==> src/rtl/ir_regbank.sv <==
// Instruction register with field decode fused with a 32x32 register bank ($0 hardwired to zero).
// Optional IRB_WRITE_BYPASS_EN forwards same-cycle write data onto matching read ports.
module ir_regbank (
  input  logic        clk,
  input  logic        reset,
  input  logic        ir_write,
  input  logic [31:0] mem_data,
  input  logic        reg_wr,
  input  logic [4:0]  write_reg,
  input  logic [31:0] write_data,
  output logic [5:0]  opcode,
  output logic [4:0]  rs,
  output logic [4:0]  rt,
  output logic [4:0]  rd,
  output logic [4:0]  shamt,
  output logic [5:0]  funct,
  output logic [15:0] imm,
  output logic [31:0] read_data_a,
  output logic [31:0] read_data_b
);

  localparam logic [4:0]  SpIdx   = 5'd29;
  localparam logic [31:0] SpReset = 32'd227;

  logic [31:0] instrQ;
  logic [31:0] regsQ [32];
  logic        wrEn;

  always_ff @(posedge clk or posedge reset) begin
    if (reset) begin
      instrQ <= '0;
    end else if (ir_write) begin
      instrQ <= mem_data;
    end
  end

  assign opcode = instrQ[31:26];
  assign rs     = instrQ[25:21];
  assign rt     = instrQ[20:16];
  assign rd     = instrQ[15:11];
  assign shamt  = instrQ[10:6];
  assign funct  = instrQ[5:0];
  assign imm    = instrQ[15:0];

  // Writes to $0 are dropped here so the entry stays at its reset value of zero.
  assign wrEn = reg_wr && (write_reg != 5'd0);

  always_ff @(posedge clk or posedge reset) begin
    if (reset) begin
      for (int i = 0; i < 32; i++) begin
        regsQ[i] <= (5'(i) == SpIdx) ? SpReset : 32'd0;
      end
    end else if (wrEn) begin
      regsQ[write_reg] <= write_data;
    end
  end

  always_comb begin
    read_data_a = (rs == 5'd0) ? 32'd0 : regsQ[rs];
    read_data_b = (rt == 5'd0) ? 32'd0 : regsQ[rt];
`ifdef IRB_WRITE_BYPASS_EN
    if (wrEn && (write_reg == rs)) begin
      read_data_a = write_data;
    end
    if (wrEn && (write_reg == rt)) begin
      read_data_b = write_data;
    end
`endif
  end

endmodule

==> config.mk <==
export PLATFORM = sky130hd
export DESIGN_NAME = ir_regbank
export DESIGN_NICKNAME = d
export VERILOG_FILES = /design/src/rtl/ir_regbank.sv
export SDC_FILE = /design/constraint.sdc
export NUM_CORES = 2
export LEC_CHECK = 0
export ABC_AREA = 0
export BUFFER_PORTS_ARGS = -buffer_cell sky130_fd_sc_hd__buf_2
export CAP_MARGIN = 20
export CORE_UTILIZATION = 49
export DETAILED_ROUTE_END_ITERATION = 12
export PLACE_DENSITY_LB_ADDON = 0.08
export SYNTH_ARGS = -nofsm -noshare
export SYNTH_HDL_FRONTEND = slang
export SYNTH_SLANG_ARGS = --single-unit
==> constraint.sdc <==
create_clock -name clk -period 71.8 [get_ports clk]
set_clock_uncertainty 0.1 [all_clocks]
set_input_delay 7.18 -clock clk [delete_from_list [all_inputs] [get_ports clk]]
set_output_delay 7.18 -clock clk [all_outputs]
set_load 0.01 [all_outputs]
# == Yosys cells after proc, flatten, opt, wreduce, memory -nomap -nowiden ==
# Cells that the tools add are included.
# op_classes
add_sub_neg,0
multipliers,0
n_div,0
magnitude_cmp,4
n_eq_ne,0
shift,0
mux,11
n_bitwise,3
reduce_logical,5
# ops
op,count
$bwmux 1024,1
$bmux 32 s5,2
$mux 32,7
$demux 32 s5,1
$ge 6x6->1 const B,3
$not 5->6,3
$logic_not 5->1,2
$lt 6x1->1 const B,1
$reduce_bool 5->1,1
$logic_and 1x1->1,2
# word_totals
regBits,1056
latchBits,0
ramBits,0
rom_bits,0
inputBits,73
out_inout_bits,112
wordCells,56
memories,0

# == Longest topological paths before layout ==
# depth
word_depth,6
depth_mapped,10
mapped_depth_nobuf,4

# == Least setup slack after synthesis ==
# OpenSTA, ideal clock, no wires.
# synth_path
kind,flip-flop to output port
startpoint,reg instrQ[21]
endpoint,out read_data_a[0]
t_arrival_ps,2070
t_required_ps,64520
path_slack_ps,62450
path_stages_with_launch,7
path_buffers,3
cell_sequence,dfrtp_1 > buf_2 > buf_4 > buf_2 > mux4_2 > a2111oi_0 > nor3_1
# synth_via
elab_chain_len,5
elab_cells_between_ends,6
cone_classes,mux (4); bitwise (1); reduce/logical (1)
# synth_rtl
element,line,source
"start, declared",25,logic [31:0] instrQ;
"start signal, assigned",33,instrQ <= mem_data;
$not 5->6 (not written as such),59,read_data_a = (rs == 5'd0) ? 32'd0 : regsQ[rs];
$bmux 32 s5,59,
$mux 32 (not written as such) (2 in a row),59,
$mux 32 (*),59,
"end, declared",18,"output logic [31:0] read_data_a,"
# Every way passes the cells marked *; elsewhere a longest branch is shown, timed or not. The select of a mux whose other input is x is not followed.

# == Worst setup path after layout ==
# layout_path
startpoint,reg instrQ[17]
endpoint,out read_data_b[30]
# layout_via
elab_chain_len,5
elab_cells_between_ends,6
cone_classes,mux (4); bitwise (1); reduce/logical (1)
# layout_rtl
element,line,source
$not 5->6 (not written as such),60,read_data_b = (rt == 5'd0) ? 32'd0 : regsQ[rt];
$bmux 32 s5,60,
$mux 32 (not written as such) (2 in a row),60,
$mux 32 (*),60,
"end, declared",19,output logic [31:0] read_data_b
# Marks and branches as above.

==> impl_results.md <==
* Clock Tree Buf Depth at 3
* Most frequent cell after synthesis: mux2_2
* Pwr Density at 30.22 nW/um2
* Cells after Synth at 3,735
* Vias/cell at 6.858
* H-tree Lvls at 3
* Via count at 36,330
* Initial Util at 49.40%
* Primary FF master, synth: dfrtp_1
* Setup crit start kind: register
* Synth warn at 0
* Slowest cell on the critical path: buf_4
* Synth cell count leaders: 1,056 x mux2_2, 1,051 x dfrtp_1, 399 x mux4_2
* Final Hold Fails at 0
* Synth top area share at 47.39%
* Final period util at 17.31%
* Max_cap viols at 0
* Clock sink count at 1,056
* Largest net degree at the start of global routing at 126
* DR WL/cell at 35.10 um
* Number of setup buffers added after CTS at 0
* WHS at 294.9 ps
* Num ports at 185
* Most frequent CP cell: mux4_2
* Minimum clock period at 12,430 ps
* CTS tree: done
* Hold Path Stages at 0
* Post-Route WL at 185,900 um
* GR Util All Layers at 32.60%
* Critical-path cell list: buf_12, buf_4, mux4_2, mux4_2, o22ai_1, nor3_1, buf_2
* Seq/Total Area, Yosys at 47.62%
* Grt ovf at 0
* I/O Buffers at 184
* Dpl cell area at 57,320 um2
* Core area at 112,300 um2
* EDFF count, synth at 0
* Die width at 338.5 um
* Crit. End Element: output pin
* Class of the worst hold path: reg2reg
* Post-route cell area at 61,520 um2
* Fillers at 9,025
* Kind of critical path: reg2out
* Synthesized area at 55,500 um2
* Max stage delay on crit path at 890 ps
* Mapped Nets at 3,808
* Crit path DAT at 5150 ps
* CP Data Required Time at 64,520 ps
* Least-Margin Pin Slew at 1337 ps
* Reg2reg path depth at 2
* Status: complete, no violations
* Initial DRC Count at 3,397
* Synth Register Bits at 1,056
* Router iterations before antenna repair at 5
* Routability cong. at 0.8065
* Detail Placement HPWL at 102,800 um
* Final setup viols at 0
* Multi-input combinational cell area at 27,260 um2
* Vias in the first global route at 38,410
* Crit path max fanout at 113
* Library cells used by synthesis at 37
* DP Worst Slack at 60,120 ps
* Pins Over Slew Limit at 0
* Total CTS buffers at 117
* Slew headroom at 10.16%
* Reg2reg setup slack at 69,900 ps
* Setup TNS at 0 ps
* DRC Markers at 0
* Top post-synthesis cells by area: dfrtp_1 47%, mux2_2 21%, mux4_2 16%
* DIE AREA at 114,600 um2
* Antenna violations before repair at 16
* Syn Area/Cell at 14.86 um2
* Total Power at 1859 uW
* Layout cells sized above 1 at 52.59%
* ANT nets after route at 0
* Leak pwr at 0.02677 uW
* Layout Nets at 3,761
* Fmax at 80.47 MHz
* Storage cell area at 26,460 um2
* Global-route wire length before repair at 272,600 um
* Setup WS post-layout at 59,370 ps
* Post-CTS resize count at 0
* Cts hold-fix bufs at 0
* RSZ-0062 raised after global routing: no
* CTS root buffer: clkbuf_16
* Async SR Flop Fraction at 100.0%
* Largest area contributor in the netlist: dfrtp_1
* Layout area overhead at 10.84%
* Worst skew pair latency at 720 ps
* FP Rows at 123
* Worst IR Drop VDD at 20.73 uV
* Vert. Die Dim at 338.5 um
* Reg clk slew, reported paths at 60 ps
## power breakdown
group          internal, uW  switching [uW]  total (uW)  leakage [uW]
registers               708            94.5         802        0.0135
clock network           383             255         638       0.00202
logic                   232             186         419        0.0113
total                  1320             536        1860        0.0268
## final timing paths
kind / startpoint / endpoint
hold reg to reg: regsQ[1005]$_DFFE_PP0P_ / regsQ[1005]$_DFFE_PP0P_
setup / recovery: instrQ[17]$_DFFE_PP0P_ / read_data_b[30]
max in group asynchronous: reset / instrQ[16]$_DFFE_PP0P_
hold / removal: regsQ[1005]$_DFFE_PP0P_ / regsQ[1005]$_DFFE_PP0P_
min in group asynchronous: reset / regsQ[103]$_DFFE_PP0P_
setup reg to reg: instrQ[22]$_DFFE_PP0P_ / instrQ[22]$_DFFE_PP0P_
## placed cells by master (no fill, tap or decap), types with 47 or more instances in the layout
cell type | synthesis | routed
o22ai_1 | 47 | 47
a211oi_1 | 48 | 48
mux2_2 | 1056 | 1056
mux4_2 | 399 | 399
a22o_1 | 63 | 63
a22oi_1 | 64 | 64
buf_2 | 66 | 184
mux2i_1 | 256 | 256
buf_4 | 50 | 88
nor3_1 | 49 | 48
dfrtp_1 | 1051 | 1043
clkbuf_16 | 0 | 121
## cell type report
type                    count  share of cell area (%)
flip-flops and latches   1056                   43.01
clock buffers             180                   5.852
repair buffers            280                   2.868
diodes                      9                 0.03661
inverters                   2                 0.02441
clock inverters            39                  0.8421
multi-input cells        2231                   44.31
well taps                1500                   3.051
## state kept, by name, indices dropped and copies added (netlist names)
register,count
instrQ,32
regsQ,1024
## cells by family after synthesis
kind of cell / count (synthesis) / synth area share, %
buf+inv: 448 / 3.679
simple gates: 185 / 1.855
mux: 1711 / 42.23
flops: 1056 / 47.62
compound gates: 335 / 4.606
## critical path, delay by kind of cell, from the launching register on
| family | cells | cell delay, ps |
|---|---|---|
| buffers and inverters | 3 | 1810 |
| multiplexers | 2 | 1110 |
| flip-flops | 1 | 870 |
| AO/OA/AOI/OAI | 1 | 190 |
| AND/OR/NAND/NOR | 1 | 120 |
## metrics by stage
| stage | utilization, % | instances |
|---|---|---|
| floorplan | - | 3735 |
| global placement | 51.00 | 5066 |
| detailed placement | 51.02 | 5067 |
| CTS | 54.69 | 5286 |
| global route | 54.74 | 5290 |
| finish | 54.76 | 5297 |
## metal layers
metal | GRT usage [%] | vias to the layer above | part of all wire (%) | wire length, um
met1 | 45.68 | 19820 | 42 | 77960
li1 | - | 14380 | - | -
met5 | 0 | - | 0.038 | 70
met2 | 50.47 | 1701 | 46 | 86360
met3 | 6.107 | 423 | 7.7 | 14260
met4 | 12.70 | 10 | 3.9 | 7265
Note: power is estimated with default switching activity, not from simulation.
